--- src/rtl/iob_vexriscv_bus_bridge.sv ---
// VexRiscv cmd/rsp to IOb native bus bridge: splits refill bursts into beats,
// tracks outstanding read beats to regenerate rsp_last, optional address MSB remap.
module iob_vexriscv_bus_bridge #(
  parameter int ADDR_W   = 32,
  parameter int DATA_W   = 32,
  parameter int MAXB_W   = 3,
  parameter int OUT_W    = 2,
  parameter int REMAP_EN = 1,
  parameter int P_BIT    = 30,
  parameter int E_BIT    = 29
) (
  input  logic                clk_i,
  input  logic                rst_i,
  input  logic                cke_i,
  input  logic                boot_i,
  input  logic                cmd_valid_i,
  output logic                cmd_ready_o,
  input  logic                cmd_wr_i,
  input  logic [ADDR_W-1:0]   cmd_addr_i,
  input  logic [DATA_W-1:0]   cmd_data_i,
  input  logic [DATA_W/8-1:0] cmd_mask_i,
  input  logic [2:0]          cmd_size_i,
  output logic                rsp_valid_o,
  output logic [DATA_W-1:0]   rsp_data_o,
  output logic                rsp_last_o,
  output logic                rsp_error_o,
  output logic                iob_avalid_o,
  output logic [ADDR_W-1:0]   iob_addr_o,
  output logic [DATA_W-1:0]   iob_wdata_o,
  output logic [DATA_W/8-1:0] iob_wstrb_o,
  input  logic                iob_ready_i,
  input  logic                iob_rvalid_i,
  input  logic [DATA_W-1:0]   iob_rdata_i,
  output logic                err_o
);

  localparam int BB    = DATA_W / 8;
  localparam int BB_W  = $clog2(BB);
  localparam int DEPTH = 2 ** OUT_W;

  typedef enum logic {IDLE, BURST} state_t;

  state_t              state_q, state_d;
  logic [MAXB_W-1:0]   ctr_q, ctr_d;
  logic [OUT_W-1:0]    wptr_q, wptr_d, rptr_q, rptr_d;
  logic [OUT_W:0]      count_q, count_d;
  logic [DEPTH-1:0]    fifo_q;
  logic                err_q, err_d;

  int unsigned         nlog;
  logic [MAXB_W-1:0]   last_idx;
  logic [ADDR_W-1:0]   base_addr, beat_addr;
  logic                empty, pop, space_ok, accept, push, push_last;

  // Burst length and base: writes are always a single beat.
  always_comb begin
    nlog = 0;
    if (!cmd_wr_i && int'(cmd_size_i) > BB_W) begin
      nlog = int'(cmd_size_i) - BB_W;
      if (nlog > MAXB_W) nlog = MAXB_W;
    end
    last_idx  = MAXB_W'((32'd1 << nlog) - 32'd1);
    base_addr = cmd_addr_i & ~ADDR_W'((BB << nlog) - 1);
    beat_addr = base_addr + (ADDR_W'(ctr_q) << BB_W);
  end

  always_comb begin
    iob_addr_o = beat_addr;
    if (REMAP_EN != 0) begin
      iob_addr_o[ADDR_W-1] = (~boot_i & ~beat_addr[P_BIT]) | beat_addr[E_BIT];
    end
  end

  assign empty    = (count_q == '0);
  assign pop      = cke_i & iob_rvalid_i & ~empty;
  // A pop in the same cycle frees the slot the new push needs.
  assign space_ok = cke_i & ((count_q != (OUT_W+1)'(DEPTH)) | pop);

  // NOTE: every signal driven here gets a default first so no path leaves it
  // unassigned; a missing default on any branch would infer a latch.
  always_comb begin
    state_d      = state_q;
    ctr_d        = ctr_q;
    iob_avalid_o = 1'b0;
    iob_wstrb_o  = '0;
    cmd_ready_o  = 1'b0;
    accept       = 1'b0;
    push         = 1'b0;
    push_last    = 1'b0;
    unique case (state_q)
      IDLE: begin
        if (cmd_wr_i) begin
          iob_avalid_o = cmd_valid_i & cke_i;
          iob_wstrb_o  = cmd_mask_i;
          cmd_ready_o  = iob_ready_i & cke_i;
        end else begin
          iob_avalid_o = cmd_valid_i & space_ok;
          accept       = iob_avalid_o & iob_ready_i;
          push         = accept;
          if (last_idx == '0) begin
            cmd_ready_o = iob_ready_i & space_ok;
            push_last   = 1'b1;
          end else if (accept) begin
            ctr_d   = MAXB_W'(1);
            state_d = BURST;
          end
        end
      end
      BURST: begin
        iob_avalid_o = space_ok;
        accept       = iob_avalid_o & iob_ready_i;
        push         = accept;
        push_last    = (ctr_q == last_idx);
        if (accept) begin
          if (ctr_q == last_idx) begin
            cmd_ready_o = 1'b1;
            ctr_d       = '0;
            state_d     = IDLE;
          end else begin
            ctr_d = ctr_q + MAXB_W'(1);
          end
        end
      end
      default: state_d = IDLE;
    endcase
  end

  always_comb begin
    wptr_d  = wptr_q + OUT_W'(push);
    rptr_d  = rptr_q + OUT_W'(pop);
    count_d = count_q + (OUT_W+1)'(push) - (OUT_W+1)'(pop);
    err_d   = err_q | (cke_i & iob_rvalid_i & empty);
  end

  // NOTE: state registers use non-blocking assignments so every flop samples
  // the pre-edge value of its neighbours regardless of statement order.
  always_ff @(posedge clk_i) begin
    if (rst_i) begin
      state_q <= IDLE;
      ctr_q   <= '0;
      wptr_q  <= '0;
      rptr_q  <= '0;
      count_q <= '0;
      err_q   <= 1'b0;
    end else if (cke_i) begin
      state_q <= state_d;
      ctr_q   <= ctr_d;
      wptr_q  <= wptr_d;
      rptr_q  <= rptr_d;
      count_q <= count_d;
      err_q   <= err_d;
    end
  end

  // NOTE: the flag storage is deliberately not reset; the pointers and count
  // define which entries are valid, and the head is masked while empty.
  always_ff @(posedge clk_i) begin
    if (cke_i && push) fifo_q[wptr_q] <= push_last;
  end

  assign rsp_valid_o = pop;
  assign rsp_data_o  = iob_rdata_i;
  assign rsp_last_o  = fifo_q[rptr_q] & ~empty;
  assign rsp_error_o = 1'b0;
  assign iob_wdata_o = cmd_data_i;
  assign err_o       = err_q;

endmodule

--- config.mk ---
export PLATFORM = sky130hd
export DESIGN_NAME = iob_vexriscv_bus_bridge
export DESIGN_NICKNAME = d
export VERILOG_FILES = /design/src/rtl/iob_vexriscv_bus_bridge.sv
export SDC_FILE = /design/constraint.sdc
export NUM_CORES = 1
export LEC_CHECK = 0
export CAP_MARGIN = 20
export CORE_MARGIN = 2
export CORE_UTILIZATION = 31
export DETAILED_ROUTE_END_ITERATION = 8
export PLACE_DENSITY = 0.88
export SYNTH_ARGS = -nofsm -noshare
export SYNTH_HDL_FRONTEND = slang
export SYNTH_SLANG_ARGS = --single-unit
--- constraint.sdc ---
create_clock -name clk_i -period 5.7 [get_ports clk_i]
set_input_delay 1.14 -clock clk_i [delete_from_list [all_inputs] [get_ports clk_i]]
set_output_delay 1.14 -clock clk_i [all_outputs]
set_load 0.005 [all_outputs]
==> results of run 1 <==
==> state kept, by name (all words and copies together) (netlist names) <==
name,count
fifo_q,4
count_q,3
ctr_q,3
rptr_q,2
wptr_q,2
err_o,1
state_q,1
==> worst register-to-register path, delay by kind of cell (launching register included) <==
kind | cells | cell delay [ns]
simple gates | 4 | 0.81
xor+xnor | 2 | 0.31
compound gates | 1 | 0.25
flops | 1 | 0.38
fa+ha+maj | 3 | 0.84
buf+inv | 2 | 0.11
==> placed cells by master, fill, tap and decap left out, types with 3 or more instances in the layout <==
cell             synthesis  final
clkdlybuf4s50_1          0     58
buf_4                   67     23
nor2_1                  23     22
xnor2_1                 20     20
nand2_1                 17     17
nand3_1                 16     16
dlygate4sd2_1            0     16
xor2_1                  14     14
inv_1                   13     13
dfxtp_1                 12     12
ha_1                    13     11
nand4_1                 10     10
and2_1                   9      8
and3_1                   8      7
nor3_1                   7      6
nor2b_1                  6      6
dlymetal6s2s_1           0      6
edfxtp_1                 4      4
nand3b_1                 3      3
o21ai_1                  0      3
a21oi_2                  1      3
mux2i_1                  3      3
conb_1                   1      3
clkbuf_8                 0      3
==> cell type report <==
class                   instances  share of cell area, %
flip-flops and latches         16                   12.0
clock buffers                   3                   1.37
repair buffers                106                   33.0
inverters                      13                   1.62
multi-input cells             193                   47.8
well taps                      99                   4.11
clock inverters                 1                  0.124
==> stage by stage <==
step	area, um2	utilization (%)	hold WS (ns)	setup slack (ns)
after global routing	3020	41.6	0.531	0.00440
final	3020	41.6	0.473	0.174
after global placement	2900	40.0	0.449	-0.100
after CTS	2980	41.0	0.480	-0.0941
after floorplan	2330	-	0.461	0.729
after detailed placement	2900	40.0	0.465	-0.180
==> repair_timing <==
action / 4_1_cts / 5_1_grt
buffers inserted: 3 / 1
gates resized for setup: 24 / 17
endpoints found under the setup margin: 21 / 17
pin swaps: 6 / 3
==> worst min-delay path by stage <==
stage                       start  slack, ns                  to  depth (start not counted)
2_1_floorplan  err_o$_SDFFE_PP0P_       0.46  err_o$_SDFFE_PP0P_                          2
3_3_place_gp   err_o$_SDFFE_PP0P_       0.45  err_o$_SDFFE_PP0P_                          2
3_5_place_dp   err_o$_SDFFE_PP0P_       0.46  err_o$_SDFFE_PP0P_                          2
4_1_cts        err_o$_SDFFE_PP0P_       0.48  err_o$_SDFFE_PP0P_                          2
5_1_grt        err_o$_SDFFE_PP0P_       0.53  err_o$_SDFFE_PP0P_                          2
6_report       err_o$_SDFFE_PP0P_       0.47  err_o$_SDFFE_PP0P_                          2
==> power breakdown <==
part           internal [uW]  leakage, uW  switching, uW
combinational           89.6      0.00111           66.0
sequential               121     0.000134           5.12
clock                   47.8    0.0000231           39.2
total                    258      0.00126            110
==> routing by layer <==
metal / wire length [um] / up-vias / GRT usage (%) / share of wire [%]
met2: 2880 / 88 / 23.1 / 51
met5: 0 / - / 0 / 0
met4: 138 / 0 / 5.00 / 2.4
li1: - / 1006 / - / -
met3: 328 / 23 / 2.17 / 5.8
met1: 2320 / 941 / 15.6 / 41
==> cell families (layout without fill, tap and decap cells) <==
logic type	after synthesis	in the layout	synth area share, %
DFF	16	16	15.5
xor gates and xnor gates	34	34	12.8
adders and majority gates	15	15	8.74
buffers and inverters	84	123	24.6
muxes	4	4	2.27
other	1	3	0.162
and+or+nand+nor	115	115	27.8
AOI/OAI and AO/OA	22	22	8.04
==> results.sh, run 1 <==
export IMPL_status="finished, final reports clean"
export IMPL_yosysMostFrequentCell="buf_4"
export IMPL_antenna_found_initial=0
export IMPL_firstDrtPassIters=4
export IMPL_clk_latency_ns=0.25
export IMPL_r2r_start="count_q[1]$_SDFFE_PP0P_"
export IMPL_grt_max_degree=14
export IMPL_cts_root_buf="clkbuf_8"
export IMPL_reg2reg_slack_ns=2.86
export IMPL_power_density_mw_per_mm2=122
export IMPL_slowest_stage="clkdlybuf4s50_1"
export IMPL_initial_utilization_pct=32.0
export IMPL_numCtsBuffers=3
export IMPL_ys_flop_type="dfxtp_1"
export IMPL_worstHoldPathType="reg2reg"
export IMPL_synthDistinctLibCells=50
export IMPL_worstPathRequired_ns=4.56
export IMPL_async_flop_share_pct=0
export IMPL_seq_area_um2=360
export IMPL_ctsLongestPathBuffers=2
export IMPL_cts_sinks=16
export IMPL_placed_cells=423
export IMPL_synth_largest_area_cell="buf_4"
export IMPL_cp_top_family="buffers and inverters"
export IMPL_multi_input_area_mm2=0.00144
export IMPL_syn_inst=291
export IMPL_netlist_area_leader_share_pct=21.7
export IMPL_worstMarginPinSlew_ns=0.731
export IMPL_clock_skew_final_ns=0.00253
export IMPL_rsz0062_at_grt="false"
export IMPL_relSlewSlack_pct=50.9
export IMPL_die_y_um=90.5
export IMPL_setup_viol=0
export IMPL_ios=217
export IMPL_cts_htree_levels=1
export IMPL_crit_path_cell_trace="clkdlybuf4s50_1, inv_1, ha_4, nor2_2, nand2b_1, or2_2, ha_1, and2_4, ha_1, a21oi_2, o21ai_1, buf_4, buf_4, nand3_1, xnor2_1, clkdlybuf4s50_1"
export IMPL_ant_nets=0
export IMPL_grtUsageTotal_pct=13.0
export IMPL_port_buffers=82
export IMPL_grt_overflow=0
export IMPL_leakage_uw=0.00126
export IMPL_drc=0
export IMPL_vias=2058
export IMPL_max_freq_mhz=181
export IMPL_syn_cell_area_mm2=0.00232
export IMPL_cp_slowest_stage_delay_ns=0.52
export IMPL_routed_wl_um=5660
export IMPL_place_congestion=0.821
export IMPL_ctsHoldBuffers=0
export IMPL_synth_edf_count=4
export IMPL_die_area_mm2=0.00819
export IMPL_drv_slew=0
export IMPL_final_cell_count_no_fill=431
export IMPL_finalCritPeriodShare_pct=97.0
export IMPL_cap_violations=0
export IMPL_critPathMaxFanout=4
export IMPL_synth_warning_count=0
export IMPL_syn_area_per_cell_um2=7.97
export IMPL_rr_endpoint="count_q[2]$_SDFFE_PP0P_"
export IMPL_viasPerCell=4.77
export IMPL_arrival_ns=4.39
export IMPL_nets=459
export IMPL_cp_depth=16
export IMPL_cts_tree="done"
export IMPL_nFillCells=758
export IMPL_ys_seq_area_share_pct=15.5
export IMPL_fin_crit_ns=5.53
export IMPL_path_buf_inv=5
export IMPL_crit_type="in2out"
export IMPL_diodes=0
export IMPL_setup_tns_final_ns=0
export IMPL_startpoint_type="primary input"
export IMPL_die_w_um=90.5
export IMPL_path_clk_slew_ns=0.06
export IMPL_grt_pass1_wl_um=9180
export IMPL_final_layout_size_suffix_gt1_share_pct=15.1
export IMPL_endpoint="iob_addr_o[7]"
export IMPL_synth_common_cells="buf_4, nor2_1, xnor2_1"
export IMPL_syn_to_final_growth_pct=30.1
export IMPL_rows=31
export IMPL_rr_worst_depth=12
export IMPL_synth_area_leaders="buf_4, dfxtp_1, xnor2_1, ha_1, xor2_1"
export IMPL_core_area_mm2=0.00725
export IMPL_end_kind="output pin"
export IMPL_peakVddDrop_v=0.0000683
export IMPL_wire_per_inst_um=13.1
export IMPL_yosys_register_bits=16
export IMPL_place_hpwl_um=4660
export IMPL_total_power_uw=369
export IMPL_grt_pass1_vias=2084
export IMPL_startpoint="cmd_size_i[1]"
export IMPL_finalHoldViolations=0
export IMPL_first_iter_violations=56
Note: power is estimated with default switching activity, not from simulation.
==> inputs of run 2 (changes only) <==
--- a/config.mk
+++ b/config.mk
@@ -10,6 +10,7 @@
 export CORE_UTILIZATION = 31
 export DETAILED_ROUTE_END_ITERATION = 8
 export PLACE_DENSITY = 0.88
+export REMOVE_ABC_BUFFERS = 1
 export SYNTH_ARGS = -nofsm -noshare
 export SYNTH_HDL_FRONTEND = slang
 export SYNTH_SLANG_ARGS = --single-unit
==> results.sh, run 2 (same netlist as run 1, synthesis figures left out) <==
export IMPL_status="finished, final reports clean"
export IMPL_syn_to_final_growth_pct=30.7
export IMPL_seq_area_um2=360
export IMPL_crit_type="in2out"
export IMPL_cts_tree="done"
export IMPL_rr_worst_depth=12
export IMPL_arrival_ns=4.36
export IMPL_cts_htree_levels=1
export IMPL_nFillCells=728
export IMPL_worstMarginPinSlew_ns=0.719
export IMPL_rows=31
export IMPL_critPathMaxFanout=3
export IMPL_placed_area_mm2=0.00289
export IMPL_finalCritPeriodShare_pct=96.6
export IMPL_drv_slew=0
export IMPL_stdcell_area_mm2=0.00303
export IMPL_fin_crit_ns=5.50
export IMPL_grt_pass1_wl_um=15100
export IMPL_leakage_uw=0.00127
export IMPL_r2r_start="count_q[1]$_SDFFE_PP0P_"
export IMPL_place_congestion=0.977
export IMPL_core_area_mm2=0.00725
export IMPL_final_layout_size_suffix_gt1_share_pct=15.6
export IMPL_antenna_found_initial=0
export IMPL_peakVddDrop_v=0.0000810
export IMPL_ant_nets=0
export IMPL_vias=2242
export IMPL_die_y_um=90.5
export IMPL_crit_path_cell_trace="clkdlybuf4s50_1, inv_1, ha_4, nor2_2, nand2b_1, or2_2, ha_1, and2_1, fa_2, a21oi_2, nor2b_1, buf_4, buf_4, xnor2_1, clkdlybuf4s50_1"
export IMPL_firstDrtPassIters=4
export IMPL_clock_skew_final_ns=0.00398
export IMPL_layout_common_cells="clkdlybuf4s50_1, buf_4, nor2_1"
export IMPL_setup_viol=0
export IMPL_grt_pass1_vias=2209
export IMPL_grtUsageTotal_pct=25.4
export IMPL_multi_input_area_mm2=0.00144
export IMPL_cts_root_buf="clkbuf_8"
export IMPL_numCtsBuffers=3
export IMPL_cap_violations=0
export IMPL_hp_start="err_o$_SDFFE_PP0P_"
export IMPL_initial_utilization_pct=32.0
export IMPL_relSlewSlack_pct=51.7
export IMPL_endpoint="iob_addr_o[6]"
export IMPL_grt_max_degree=14
export IMPL_die_w_um=90.5
export IMPL_finalHoldViolations=0
export IMPL_cp_depth=15
export IMPL_port_buffers=82
export IMPL_power_density_mw_per_mm2=122
export IMPL_rr_endpoint="count_q[2]$_SDFFE_PP0P_"
export IMPL_nets=461
export IMPL_cp_slowest_stage_delay_ns=0.52
export IMPL_cts_sinks=16
export IMPL_final_cell_count_no_fill=433
export IMPL_diodes=0
export IMPL_slowest_stage="clkdlybuf4s50_1"
export IMPL_max_freq_mhz=182
export IMPL_setup_tns_final_ns=0
export IMPL_worstPathRequired_ns=4.56
export IMPL_ctsLongestPathBuffers=2
export IMPL_ios=217
export IMPL_regMostFlops="fifo_q"
export IMPL_clk_latency_ns=0.25
export IMPL_routed_wl_um=10700
export IMPL_first_iter_violations=96
export IMPL_largest_reg_flops=4
export IMPL_total_power_uw=368
export IMPL_reg_largest_list="fifo_q (4), count_q (3), ctr_q (3)"
export IMPL_startpoint_type="primary input"
export IMPL_die_area_mm2=0.00819
export IMPL_path_clk_slew_ns=0.06
export IMPL_placed_cells=422
export IMPL_path_buf_inv=5
export IMPL_worstHoldPathType="reg2reg"
export IMPL_drc=0
export IMPL_grt_overflow=0
export IMPL_startpoint="cmd_size_i[1]"
export IMPL_final_common_cell="clkdlybuf4s50_1"
export IMPL_wire_per_inst_um=24.8
export IMPL_cp_top_family="buffers and inverters"
export IMPL_reg2reg_slack_ns=2.90
export IMPL_place_hpwl_um=9550
export IMPL_viasPerCell=5.18
export IMPL_end_kind="output pin"
[run 2: repair_timing]
action	4_1_cts	5_1_grt
gates resized for setup	26	12
pin swaps	10	3
buffers inserted	6	1
cloned	0	0
endpoints found under the hold margin	0	0
setup endpoints to repair	22	17
hold buffers	0	0
[run 2: report_power, final]
part           leakage [uW]  switching [uW]  internal (uW)  total, uW
clock             0.0000228            38.8           49.6       88.3
combinational       0.00111            65.3           88.5        154
sequential         0.000134            5.26            121        126
[run 2: cell type report]
type / count / area share [%]
clock buffers: 4 / 1.49
multi-input cells: 193 / 47.6
repair buffers: 108 / 33.3
inverters: 13 / 1.61
well taps: 99 / 4.09
flip-flops and latches: 16 / 11.9
[run 2: worst min path at each step]
| stage | end | slack (ns) | depth (start not counted) |
|---|---|---|---|
| final | err_o$_SDFFE_PP0P_ | 0.48 | 2 |
| after global routing | err_o$_SDFFE_PP0P_ | 0.52 | 2 |
| after CTS | err_o$_SDFFE_PP0P_ | 0.48 | 2 |
| after detailed placement | err_o$_SDFFE_PP0P_ | 0.46 | 2 |
| after global placement | err_o$_SDFFE_PP0P_ | 0.45 | 2 |
| after floorplan | err_o$_SDFFE_PP0P_ | 0.46 | 2 |
[run 2: per-layer routing]
metal  routed length (um)  up-vias  part of all wire [%]  GRT usage (%)
li1                     -     1010                     -              -
met1                 3100     1013                    29           20.7
met2                 4520      183                    42           37.3
met3                 2370       32                    22           26.3
met4                  628        4                   5.9           13.7
met5                  113        -                   1.1           13.5
[run 2: metrics by stage]
| step | utilization [%] | setup slack, ns | hold slack, ns |
|---|---|---|---|
| 2_1_floorplan | - | 0.729 | 0.461 |
| 3_3_place_gp | 39.9 | -0.0654 | 0.445 |
| 3_5_place_dp | 39.9 | -0.200 | 0.463 |
| 4_1_cts | 41.4 | 0.0229 | 0.477 |
| 5_1_grt | 41.8 | -0.000392 | 0.525 |
| 6_report | 41.8 | 0.196 | 0.479 |
[run 2: worst min-delay path: cells and delay by family (launching register included)]
family	cells	cell delay, ns
AO/OA/AOI/OAI	1	0.04
flip-flops	1	0.33
AND/OR/NAND/NOR	1	0.07
==> inputs of run 3 (changes only) <==
--- a/config.mk
+++ b/config.mk
@@ -9,7 +9,7 @@
 export CORE_MARGIN = 2
 export CORE_UTILIZATION = 31
 export DETAILED_ROUTE_END_ITERATION = 8
-export PLACE_DENSITY = 0.88
+export PLACE_DENSITY = 0.89
 export REMOVE_ABC_BUFFERS = 1
 export SYNTH_ARGS = -nofsm -noshare
 export SYNTH_HDL_FRONTEND = slang
==> results.sh, run 3 (same netlist as run 1, synthesis figures left out) <==
export IMPL_nets=463
export IMPL_final_core_util_pct=42.5
export IMPL_die_y_um=90.5
export IMPL_finalCritPeriodShare_pct=97.5
export IMPL_grt_busiest_layer="met2"
export IMPL_wire_per_inst_um=24.8
export IMPL_crit_path_cell_trace="clkdlybuf4s50_1, inv_1, ha_1, or4b_4, nor3_4, xnor2_1, and2_1, ha_4, a21oi_2, nor2b_4, buf_6, nand3_1, xnor2_1, and2_1, clkdlybuf4s50_1"
export IMPL_rows=31
export IMPL_grt_pass1_vias=2162
export IMPL_power_internal_uw=258
export IMPL_arrival_ns=4.42
export IMPL_cts_sinks=16
export IMPL_worstHoldPathType="reg2reg"
export IMPL_cts_htree_levels=1
export IMPL_grt_max_degree=14
export IMPL_grt_met2_usage_pct=40.0
export IMPL_antenna_found_initial=0
export IMPL_first_iter_violations=108
export IMPL_drc=0
export IMPL_power_density_mw_per_mm2=120
export IMPL_final_cell_count_no_fill=435
export IMPL_pwr_share_seq_pct=34.2
export IMPL_diodes=0
export IMPL_p_clk_share_pct=23.5
export IMPL_layout_common_cells="clkdlybuf4s50_1, buf_4, nor2_1"
export IMPL_power_switching_uw=111
export IMPL_firstDrtPassIters=4
export IMPL_worstPathRequired_ns=4.56
export IMPL_final_common_cell="clkdlybuf4s50_1"
export IMPL_pwr_share_comb_pct=42.3
export IMPL_rsz0062_at_grt="true"
export IMPL_routed_wl_um=10800
export IMPL_path_clk_slew_ns=0.06
export IMPL_relSlewSlack_pct=64.3
export IMPL_grtUsageTotal_pct=25.4
export IMPL_leakage_uw=0.00132
export IMPL_ctsLongestPathBuffers=2
export IMPL_setup_viol=0
export IMPL_use_met1_pct=21.3
export IMPL_startpoint_type="primary input"
export IMPL_ant_nets=0
export IMPL_place_hpwl_um=9580
export IMPL_clock_skew_final_ns=0.00210
export IMPL_status="finished, final reports clean"
export IMPL_slowest_stage="clkdlybuf4s50_1"
export IMPL_viasPerCell=5.14
export IMPL_drv_slew=0
export IMPL_critPathMaxFanout=3
export IMPL_core_area_mm2=0.00725
export IMPL_clk_latency_ns=0.25
export IMPL_die_w_um=90.5
export IMPL_ios=217
export IMPL_grt_overflow=0
export IMPL_place_congestion=0.957
export IMPL_final_layout_size_suffix_gt1_share_pct=17.9
export IMPL_end_kind="output pin"
export IMPL_p_sw_share_pct=30.1
export IMPL_placed_cells=425
export IMPL_largest_reg_flops=4
export IMPL_vias=2238
export IMPL_numCtsBuffers=3
export IMPL_die_area_mm2=0.00819
export IMPL_reg_largest_list="fifo_q (4), count_q (3), ctr_q (3)"
export IMPL_cts_root_buf="clkbuf_8"
export IMPL_finalHoldViolations=0
export IMPL_fin_crit_ns=5.56
export IMPL_cp_slowest_stage_delay_ns=0.50
export IMPL_regMostFlops="fifo_q"
export IMPL_cap_violations=0
export IMPL_grt_pass1_wl_um=15100
export IMPL_cts_tree="done"
export IMPL_crit_type="in2out"
export IMPL_port_buffers=82
export IMPL_syn_to_final_growth_pct=32.9
export IMPL_max_freq_mhz=180
export IMPL_peakVddDrop_v=0.0000941
export IMPL_fin_hold_ws_ns=0.507
export IMPL_initial_utilization_pct=32.0
export IMPL_use_met3_pct=28.3
export IMPL_worstMarginPinSlew_ns=0.534
[run 3: cell types whose count changed in the layout (fill, tap and decap cells not counted), sizes merged]
cell / change
buf: +2
clkinv: +1
dlymetal6s2s: +4
dlygate4sd2: -5
[run 3: path summary, 6_finish.rpt]
path              slack (ns)                    start  depth (start not counted)                      end
setup / recovery        0.14            cmd_size_i[2]                         15            iob_addr_o[8]
hold / removal          0.51       err_o$_SDFFE_PP0P_                          2       err_o$_SDFFE_PP0P_
setup reg to reg        2.91  count_q[1]$_SDFFE_PP0P_                         12  count_q[2]$_SDFFE_PP0P_
hold reg to reg         0.51       err_o$_SDFFE_PP0P_                          2       err_o$_SDFFE_PP0P_
[run 3: area by class of cell]
type	count	area (um2)
fill	729	4170
clock buffer	3	41.3
timing repair buffer	110	1040
tap	99	124
sequential	16	360
inverter	13	48.8
clock inverter	1	3.75
multi-input combinational	193	1460
[run 3: worst max-delay path, delay by kind of cell]
family | cells | cell delay [ns]
compound gates | 1 | 0.07
xor+xnor | 2 | 0.22
fa+ha+maj | 2 | 0.58
buf+inv | 4 | 1.18
simple gates | 6 | 1.22
[run 3: power by group through the flow]
| stage | registers [uW] | logic (uW) | clock network, uW |
|---|---|---|---|
| after CTS | 126 | 156 | 87.5 |
| after global placement | 128 | 152 | 0 |
| final | 126 | 156 | 86.8 |
| after floorplan | 127 | 63.0 | 0 |
| after detailed placement | 129 | 157 | 0 |
| after global routing | 127 | 170 | 92.4 |
[run 3: per-layer routing]
layer  vias up  part of all wire, %
met2       200                   44
met1      1006                   29
met5         -                    0
met4         0                  3.2
met3        16                   24
li1       1016                    -
[run 3: through the flow]
stage          worst slack (ns)  instance area (um2)  power (uW)  setup TNS, ns
3_3_place_gp            -0.0533                 2920         280         -0.303
3_5_place_dp             -0.176                 2920         286          -2.26
4_1_cts                 -0.0178                 3010         370        -0.0178
2_1_floorplan             0.729                 1810         190              0
6_report                  0.143                 3080         369              0
5_1_grt                 -0.0632                 3080         389        -0.0821
[run 3: what timing repair did]
action / CTS / global route
buffers inserted: 4 / 2
setup endpoints to repair: 22 / 19
hold buffers: 0 / 0
pin swaps: 5 / 6
resized for setup: 22 / 27
